### src/rtl/hs_channel_arbiter.sv
// hs_channel_arbiter
// Round-robin arbiter/sequencer sharing one pulse-handshake CDC channel among
// N write-domain requesters. A grant latches the winner's payload and index
// into holding registers that stay stable for the read domain, pulses
// hs_start, waits for hs_done and then pulses the winner's ack.
//
// Optional feature: define HS_ARB_TIMEOUT_EN to bound the WAIT state to
// TIMEOUT cycles; an expired wait still acks the requester and raises the
// sticky timeout_err output.
module hs_channel_arbiter #(
  parameter int N       = 4,
  parameter int W       = 8,
  parameter int TIMEOUT = 1023
) (
  input  logic                 clk_wr,
  input  logic                 rst_wr,
  input  logic [N-1:0]         req,
  input  logic [N*W-1:0]       req_data,
  output logic [N-1:0]         ack,
  output logic                 hs_start,
  input  logic                 hs_done,
  output logic [W-1:0]         xfer_data,
  output logic [$clog2(N)-1:0] xfer_id,
  output logic                 busy
`ifdef HS_ARB_TIMEOUT_EN
  ,
  output logic                 timeout_err
`endif
);

  localparam int IW = $clog2(N);
  localparam logic [IW:0]   N_W    = (IW+1)'(N);
  localparam logic [IW-1:0] ID_MAX = IW'(N-1);

  typedef enum logic [1:0] {
    ST_IDLE,
    ST_LAUNCH,
    ST_WAIT,
    ST_ACK
  } state_t;

  state_t          state_reg;
  logic [IW-1:0]   rr_ptr_reg;
  logic [N-1:0]    ack_reg;
  logic            hs_start_reg;
  logic [W-1:0]    xfer_data_reg;
  logic [IW-1:0]   xfer_id_reg;

  // Request vector duplicated so that a part-select starting at rr_ptr is a
  // rotation with explicit wrap, valid for any N (not only powers of two).
  logic [2*N-2:0]  req_dbl;
  logic [N-1:0]    req_rot;
  logic [N-1:0]    req_first;
  logic            grant_any;
  logic [IW-1:0]   rot_pos;
  logic [IW:0]     grant_sum;
  logic [IW-1:0]   grant_idx;
  logic [W-1:0]    grant_data;
  logic [N-1:0]    ack_onehot;
  logic [IW-1:0]   rr_next;
  logic            wait_expired;

  assign req_dbl   = {req[N-2:0], req};
  assign req_rot   = req_dbl[rr_ptr_reg +: N];
  // Isolate the lowest set bit of the rotated vector: first requester at or
  // after rr_ptr.
  assign req_first = req_rot & (~req_rot + N'(1));
  assign grant_any = |req_rot;

  // Encode the one-hot winner position back to a rotated index.
  always_comb begin
    rot_pos = '0;
    for (int k = 0; k < N; k++) begin
      if (req_first[k]) rot_pos = IW'(k);
    end
  end

  // Undo the rotation; the sum can reach 2N-2, so subtract N once on overflow.
  assign grant_sum = {1'b0, rot_pos} + {1'b0, rr_ptr_reg};
  assign grant_idx = (grant_sum >= N_W) ? IW'(grant_sum - N_W) : grant_sum[IW-1:0];

  // Select the winner's payload slice.
  always_comb begin
    grant_data = '0;
    for (int k = 0; k < N; k++) begin
      if (grant_idx == IW'(k)) grant_data = req_data[k*W +: W];
    end
  end

  // One-hot ack pattern for the requester currently being served.
  genvar gi;
  generate
    for (gi = 0; gi < N; gi++) begin : g_ack
      assign ack_onehot[gi] = (xfer_id_reg == IW'(gi));
    end
  endgenerate

  assign rr_next = (xfer_id_reg == ID_MAX) ? '0 : xfer_id_reg + 1'b1;

`ifdef HS_ARB_TIMEOUT_EN
  localparam int CW = $clog2(TIMEOUT + 1);
  localparam logic [CW-1:0] T_LAST = CW'(TIMEOUT - 1);

  logic [CW-1:0] wait_cnt_reg;
  logic          timeout_err_reg;

  // The counter holds TIMEOUT-1 during the last allowed WAIT cycle, so it
  // reaches TIMEOUT on the same edge that leaves WAIT.
  assign wait_expired = (state_reg == ST_WAIT) && (wait_cnt_reg == T_LAST);

  // WAIT-state cycle counter: cleared in LAUNCH, counts every WAIT cycle.
  always_ff @(posedge clk_wr or posedge rst_wr) begin
    if (rst_wr) begin
      wait_cnt_reg <= '0;
    end else if (state_reg == ST_LAUNCH) begin
      wait_cnt_reg <= '0;
    end else if (state_reg == ST_WAIT) begin
      wait_cnt_reg <= wait_cnt_reg + 1'b1;
    end
  end

  // Sticky error flag, set when a wait expires without hs_done.
  always_ff @(posedge clk_wr or posedge rst_wr) begin
    if (rst_wr) begin
      timeout_err_reg <= 1'b0;
    end else if (wait_expired && !hs_done) begin
      timeout_err_reg <= 1'b1;
    end
  end

  assign timeout_err = timeout_err_reg;
`else
  assign wait_expired = 1'b0;
`endif

  // Main sequencer: grant, launch, wait for the channel, acknowledge.
  always_ff @(posedge clk_wr or posedge rst_wr) begin
    if (rst_wr) begin
      state_reg     <= ST_IDLE;
      rr_ptr_reg    <= '0;
      ack_reg       <= '0;
      hs_start_reg  <= 1'b0;
      xfer_data_reg <= '0;
      xfer_id_reg   <= '0;
    end else begin
      ack_reg      <= '0;
      hs_start_reg <= 1'b0;
      case (state_reg)
        ST_IDLE: begin
          if (grant_any) begin
            state_reg     <= ST_LAUNCH;
            xfer_id_reg   <= grant_idx;
            xfer_data_reg <= grant_data;
            hs_start_reg  <= 1'b1;
          end
        end
        ST_LAUNCH: begin
          state_reg <= ST_WAIT;
        end
        ST_WAIT: begin
          if (hs_done || wait_expired) begin
            state_reg <= ST_ACK;
            ack_reg   <= ack_onehot;
          end
        end
        ST_ACK: begin
          state_reg  <= ST_IDLE;
          rr_ptr_reg <= rr_next;
        end
        default: begin
          state_reg <= ST_IDLE;
        end
      endcase
    end
  end

  assign ack       = ack_reg;
  assign hs_start  = hs_start_reg;
  assign xfer_data = xfer_data_reg;
  assign xfer_id   = xfer_id_reg;
  assign busy      = (state_reg != ST_IDLE);

endmodule

### config.mk
export PLATFORM = sky130hd
export DESIGN_NAME = hs_channel_arbiter
export DESIGN_NICKNAME = d
export VERILOG_FILES = /design/src/rtl/hs_channel_arbiter.sv
export SDC_FILE = /design/constraint.sdc
export NUM_CORES = 1
export LEC_CHECK = 0
export ABC_CLOCK_PERIOD_IN_PS = 3400
export CELL_PAD_IN_SITES_DETAIL_PLACEMENT = 1
export CELL_PAD_IN_SITES_GLOBAL_PLACEMENT = 2
export CORE_ASPECT_RATIO = 0.8
export CORE_UTILIZATION = 26
export DETAILED_ROUTE_END_ITERATION = 8
export PLACE_DENSITY_LB_ADDON = 0.1
export SLEW_MARGIN = 15
export SYNTH_ARGS = -nofsm -noshare
export SYNTH_HDL_FRONTEND = slang
export SYNTH_SLANG_ARGS = --single-unit
export TNS_END_PERCENT = 1
### constraint.sdc
create_clock -name clk_wr -period 3.4 [get_ports clk_wr]
set_input_delay 0.34 -clock clk_wr [delete_from_list [all_inputs] [get_ports clk_wr]]
set_output_delay 0.34 -clock clk_wr [all_outputs]
set_load 0.1 [all_outputs]
==> flow_metrics.env, run 1 <==
export IMPL_post_dp_hpwl_um=3175
export IMPL_num_vias=1394
export IMPL_largest_reg_flops=8
export IMPL_start_util=0.2686
export IMPL_drc_errors=0
export IMPL_cp_start_kind="primary input"
export IMPL_yosys_area_top_type="dfrtp_1"
export IMPL_crit_path_frequent_cell="mux2i_1"
export IMPL_grt_pass1_wl_um=7251
export IMPL_async_flop_share=1.000
export IMPL_mostFrequentLayoutCells="clkdlybuf4s50_1, mux2i_1, nor3_1"
export IMPL_cts_tree="built"
export IMPL_crit_buf_inv=2
export IMPL_finish_utilization=0.3680
export IMPL_drv_cap=0
export IMPL_worst_path_max_fanout=17
export IMPL_fmax_mhz=362.0
export IMPL_cts_buffer_depth=2
export IMPL_ys_types=36
export IMPL_crit_path_end_kind="flop"
export IMPL_synth_top_area_frac=0.2994
export IMPL_required_ns=3.55
export IMPL_status="complete, no violations"
export IMPL_grt_usage=0.1451
export IMPL_rsz0062_at_grt="no"
export IMPL_grt_overflow_total=0
export IMPL_final_max_slew_viol_count=0
export IMPL_synth_area_per_cell_sq_um=9.285
export IMPL_layout_commonest_cell="clkdlybuf4s50_1"
export IMPL_area_growth_synth_to_final_pct=37.04
export IMPL_grt_start_max_net_pins=44
export IMPL_numCtsBuffers=3
export IMPL_clk_pin_slew_ns=0.08
export IMPL_fp_dieH_um=71.90
export IMPL_crit_path_max_incr_delay_ns=0.63
export IMPL_dieArea_sq_um=6425
export IMPL_antenna_found_initial=0
export IMPL_cts_setup_buffers=0
export IMPL_ys_warn_count=0
export IMPL_ant_nets=0
export IMPL_routed_wirelength_um=4266
export IMPL_finalSetupViolCount=0
export IMPL_fp_row_count=25
export IMPL_r2r_setup_slack_ns=0.81
export IMPL_synthTopCellsByArea="dfrtp_1, mux2i_1, nor3_1"
export IMPL_worstPathCellList="clkdlybuf4s50_1 -> and2b_2 -> a221oi_1 -> o21ai_0 -> ha_1 -> buf_4 -> mux2i_1 -> nor3_1 -> mux2i_1 -> nand3_1"
export IMPL_clockRootBuffer="clkbuf_8"
export IMPL_worstPathArrival_ns=2.91
export IMPL_firstDrtPassIters=4
export IMPL_clock_sinks=19
export IMPL_ys_ff_latch=19
export IMPL_grt_pass1_vias=1520
export IMPL_routedWlPerCell_um=14.22
export IMPL_drt_initial_drc_count=36
export IMPL_synth_seq_area_share=0.2994
export IMPL_netlist_instances=171
export IMPL_core_sq_um=5912
export IMPL_synth_fp_nets=218
export IMPL_cpMaxStageDelayCell="clkdlybuf4s50_1"
export IMPL_hp_class="flop to flop"
export IMPL_tightest_slew_ns=0.9740
export IMPL_pin_count=55
export IMPL_htree_levels=1
export IMPL_synth_edf_count=0
export IMPL_max_slew_margin=0.3486
export IMPL_final_hold_viol_count=0
export IMPL_n_antenna_cell=0
export IMPL_fin_crit_sh=0.8125
export IMPL_clk_insertion_delay_late_ns=0.26
export IMPL_finalSetupTns_ns=0
export IMPL_vias_per_cell=4.647
export IMPL_critical_path_class="primary input to flop"
export IMPL_cts_hold_fix_buffers=0
export IMPL_cts_resized=0
export IMPL_final_layout_size_suffix_gt1_frac=0.09132
export IMPL_gp_congestion=0.6665
export IMPL_ys_flop_type="dfrtp_1"
export IMPL_skew_ns=0.002561
export IMPL_numPortBuffers=54
export IMPL_die_x_um=89.37
export IMPL_fin_crit_ns=2.762
export IMPL_critPathTopFamily="buffers and inverters"
export IMPL_nNetsFinal=267
export IMPL_netlist_area_sq_um=1588
## logic make-up after synthesis
kind of cell,Yosys count,share of synthesized area
AOI/OAI and AO/OA,13,0.06226
xor gates and xnor gates,3,0.02128
adders and majority gates,8,0.06304
buffers and inverters,23,0.1103
DFF,19,0.2995
muxes,34,0.2159
and+or+nand+nor,71,0.2277
## cell type report
cell class              count  area [sq um]
clock inverters             1         7.507
fillers                   680          3736
repair buffers             59         575.6
well taps                  81         101.3
multi-input cells         129         944.7
clock buffers               3         41.29
flip-flops and latches     19         475.5
inverters                   8         30.03
## metrics by stage
stage	setup WS, ns	instance area [sq um]	hold slack (ns)	cells
6_report	0.6376	2176	0.5030	300
3_5_place_dp	0.3237	2127	0.4851	296
4_1_cts	0.5992	2176	0.5060	300
2_1_floorplan	1.014	1588	0.2911	171
5_1_grt	0.4610	2176	0.5392	300
3_3_place_gp	0.5134	2127	0.4817	296
## tightest hold or removal path, delay by kind of cell, from the launching register on
family           cells  cell delay (ns)
AND/OR/NAND/NOR      2             0.12
flip-flops           1             0.35
## path summary, 6_finish.rpt
| path | cells after the start | from | to |
|---|---|---|---|
| min reg2reg | 2 | xfer_data[0]$_DFFE_PP0P_ | xfer_data[0]$_DFFE_PP0P_ |
| min in group asynchronous | 2 | rst_wr | hs_start$_DFF_PP0_ |
| max reg2reg | 9 | rr_ptr_reg[0]$_DFFE_PP0N_ | xfer_data[0]$_DFFE_PP0P_ |
| min | 2 | xfer_data[0]$_DFFE_PP0P_ | xfer_data[0]$_DFFE_PP0P_ |
| max | 10 | req[1] | xfer_data[0]$_DFFE_PP0P_ |
| max in group asynchronous | 2 | rst_wr | xfer_id[1]$_DFFE_PP0P_ |
## routing by layer
layer / part of all wire / vias to the layer above / track usage
li1: - / 700 / -
met1: 0.49 / 661 / 0.2027
met2: 0.46 / 31 / 0.2375
met3: 0.039 / 2 / 0.01820
met4: 0.0068 / 0 / 0.03704
met5: 0 / - / 0
## Yosys cell counts, types with 2 or more instances
cell type / count
a21oi_1: 2
nand3_1: 9
nand2b_1: 3
inv_1: 7
dfrtp_1: 19
buf_8: 2
nand2_1: 11
mux2_2: 2
buf_4: 4
o21ai_1: 2
o21ai_0: 2
buf_6: 4
and3_1: 4
buf_2: 4
ha_1: 8
nor2_1: 7
mux2i_1: 32
nor3_1: 31
Power of run 1 is left out: the tool's default activity adds up to more than one toggle a clock period on the data nets, which glitch-free logic cannot reach.
==> run 2, diff against run 1 <==
--- a/config.mk
+++ b/config.mk
@@ -5,11 +5,11 @@
 export SDC_FILE = /design/constraint.sdc
 export NUM_CORES = 1
 export LEC_CHECK = 0
-export ABC_CLOCK_PERIOD_IN_PS = 3400
+export ABC_CLOCK_PERIOD_IN_PS = 2500
 export CELL_PAD_IN_SITES_DETAIL_PLACEMENT = 1
 export CELL_PAD_IN_SITES_GLOBAL_PLACEMENT = 2
 export CORE_ASPECT_RATIO = 0.8
-export CORE_UTILIZATION = 26
+export CORE_UTILIZATION = 24
 export DETAILED_ROUTE_END_ITERATION = 8
 export PLACE_DENSITY_LB_ADDON = 0.1
 export SLEW_MARGIN = 15
==> constraint.sdc (replaced) <==
create_clock -name clk_wr -period 2.5 [get_ports clk_wr]
set_input_delay 0.25 -clock clk_wr [delete_from_list [all_inputs] [get_ports clk_wr]]
set_output_delay 0.25 -clock clk_wr [all_outputs]
set_load 0.1 [all_outputs]
==> run 2 against run 1 <==
  * Cell count grew 8.0%
  * Clock-buffer cell count stayed put
  * Critical endpoint is now xfer_data[7]$_DFFE_PP0P_
  * Cell area grew 9.0%
  * Wire length up 2.3%
  * Non-clock buffer count is 21 higher
  * Register-to-register slack worse by 0.62 ns
  * Sequential share of layout area decreased by 1.8 points
  * Hold slack got worse by 0.089 ns
  * Largest cell class unchanged
  * Flip-flop and latch count unchanged
  * Global-route usage fell by 1.8 points
  * First-iteration DRC count up 50%
  * Clock skew decreased by 0.00096 ns
==> flow_metrics.env, run 2 (synthesis gave the netlist of run 1 again) <==
export IMPL_antenna_found_initial=0
export IMPL_largest_reg_flops=8
export IMPL_fmax_mhz=432.3
export IMPL_worst_path_max_fanout=16
export IMPL_routedWlPerCell_um=13.47
export IMPL_multi_input_area_sq_um=963.4
export IMPL_clockRootBuffer="clkbuf_8"
export IMPL_post_dp_hpwl_um=3305
export IMPL_grt_usage=0.1268
export IMPL_regArea_sq_um=476.7
export IMPL_final_layout_size_suffix_gt1_frac=0.2458
export IMPL_htree_levels=1
export IMPL_fin_hold_ws_ns=0.4144
export IMPL_fp_row_count=26
export IMPL_grt_pass1_wl_um=6920
export IMPL_fillers=760
export IMPL_routed_wirelength_um=4364
export IMPL_layout_commonest_cell="buf_4"
export IMPL_fp_dieH_um=74.75
export IMPL_vias_per_cell=4.605
export IMPL_firstDrtPassIters=4
export IMPL_hp_class="primary input to asynchronous set/reset pin"
export IMPL_dieArea_sq_um=6947
export IMPL_drc_errors=0
export IMPL_die_x_um=92.94
export IMPL_cts_tree="built"
export IMPL_clk_insertion_delay_late_ns=0.26
export IMPL_critical_path_class="flop to flop"
export IMPL_cts_hold_fix_buffers=0
export IMPL_tightest_slew_ns=0.7455
export IMPL_fin_crit_ns=2.313
export IMPL_status="complete, no violations"
export IMPL_fin_crit_sh=0.9253
export IMPL_mostFrequentLayoutCells="buf_4, clkdlybuf4s50_1, mux2i_1, nor3_1, dfrtp_1"
export IMPL_crit_path_end_kind="flop"
export IMPL_n_antenna_cell=0
export IMPL_clk_pin_slew_ns=0.08
export IMPL_ant_nets=0
export IMPL_numCtsBuffers=3
export IMPL_drv_cap=0
export IMPL_core_sq_um=6376
export IMPL_required_ns=2.64
export IMPL_max_slew_margin=0.5025
export IMPL_area_growth_synth_to_final_pct=49.41
export IMPL_final_hold_viol_count=0
export IMPL_pin_count=55
export IMPL_clock_sinks=19
export IMPL_grt_pass1_vias=1415
export IMPL_cts_buffer_depth=2
export IMPL_gp_congestion=0.6944
export IMPL_nNetsFinal=288
export IMPL_skew_ns=0.001596
export IMPL_grt_overflow_total=0
export IMPL_finalSetupViolCount=0
export IMPL_numPortBuffers=54
export IMPL_num_vias=1492
export IMPL_final_max_slew_viol_count=0
export IMPL_cp_start_kind="flop"
export IMPL_grt_start_max_net_pins=44
export IMPL_worstPathArrival_ns=2.45
export IMPL_drt_initial_drc_count=54
export IMPL_start_util=0.2490
==> run 2: cell types whose count changed in the layout (fill, tap and decap cells not counted) <==
| cell | delta |
|---|---|
| clkdlybuf4s50_1 | -16 |
| dfrtp_1 | -1 |
| mux2i_1 | -1 |
| a221oi_1 | -1 |
| buf_12 | +4 |
| a221oi_2 | +1 |
| buf_4 | +32 |
| o21ai_1 | +1 |
| o21ai_0 | -1 |
| mux2i_4 | +1 |
| dlymetal6s2s_1 | +1 |
| dfrtp_2 | +1 |
==> run 2: final timing paths <==
path,start,endpoint,cells after the start,slack (ns)
max,rr_ptr_reg[0]$_DFFE_PP0N_,xfer_data[7]$_DFFE_PP0P_,9,0.19
min,rst_wr,xfer_data[1]$_DFFE_PP0P_,2,0.41
max reg2reg,rr_ptr_reg[0]$_DFFE_PP0N_,xfer_data[7]$_DFFE_PP0P_,9,0.19
min reg2reg,xfer_data[3]$_DFFE_PP0P_,xfer_data[3]$_DFFE_PP0P_,2,0.51
max in group asynchronous,rst_wr,rr_ptr_reg[0]$_DFFE_PP0N_,2,1.57
min in group clk_wr,xfer_data[3]$_DFFE_PP0P_,xfer_data[3]$_DFFE_PP0P_,2,0.51
==> run 2: timing repair <==
item                       in CTS  in global routing
setup buffers                   0                 10
setup endpoints to repair       0                  7
gates resized for setup         0                  6
==> run 2: per-stage QoR <==
step	setup slack [ns]	cell area (sq um)	instances	setup TNS (ns)	utilization
2_1_floorplan	0.1135	1588	171	0	-
3_3_place_gp	-0.1299	2226	310	-0.3512	0.3491
3_5_place_dp	-0.2050	2226	310	-0.8904	0.3491
4_1_cts	0.03705	2275	314	0	0.3568
5_1_grt	-0.0008380	2372	324	-0.0008380	0.3721
6_report	0.1869	2372	324	0	0.3721
==> run 2: routing by layer <==
layer	vias to the layer above	wire length, um	track usage
met4	0	47	0.04103
met3	4	142	0.01313
met1	710	2294	0.1877
met2	32	1879	0.1936
met5	-	0	0
li1	746	-	-
==> run 2: worst max-delay path: stages (launching register included) <==
cell and delay [ns]:
dfrtp_2 0.47, and2b_2 0.22, a221oi_2 0.22, o21ai_1 0.09
ha_1 0.32, buf_12 0.16, mux2i_1 0.24, nor3_1 0.07
mux2i_1 0.26, nand3_1 0.13
==> run 2: area by class of cell <==
type / instances / area share
inverters: 8 / 0.01266
clock inverters: 1 / 0.003165
well taps: 84 / 0.04430
clock buffers: 3 / 0.01741
repair buffers: 80 / 0.3154
multi-input cells: 129 / 0.4061
flip-flops and latches: 19 / 0.2009
Power of run 2 is left out for the same reason.
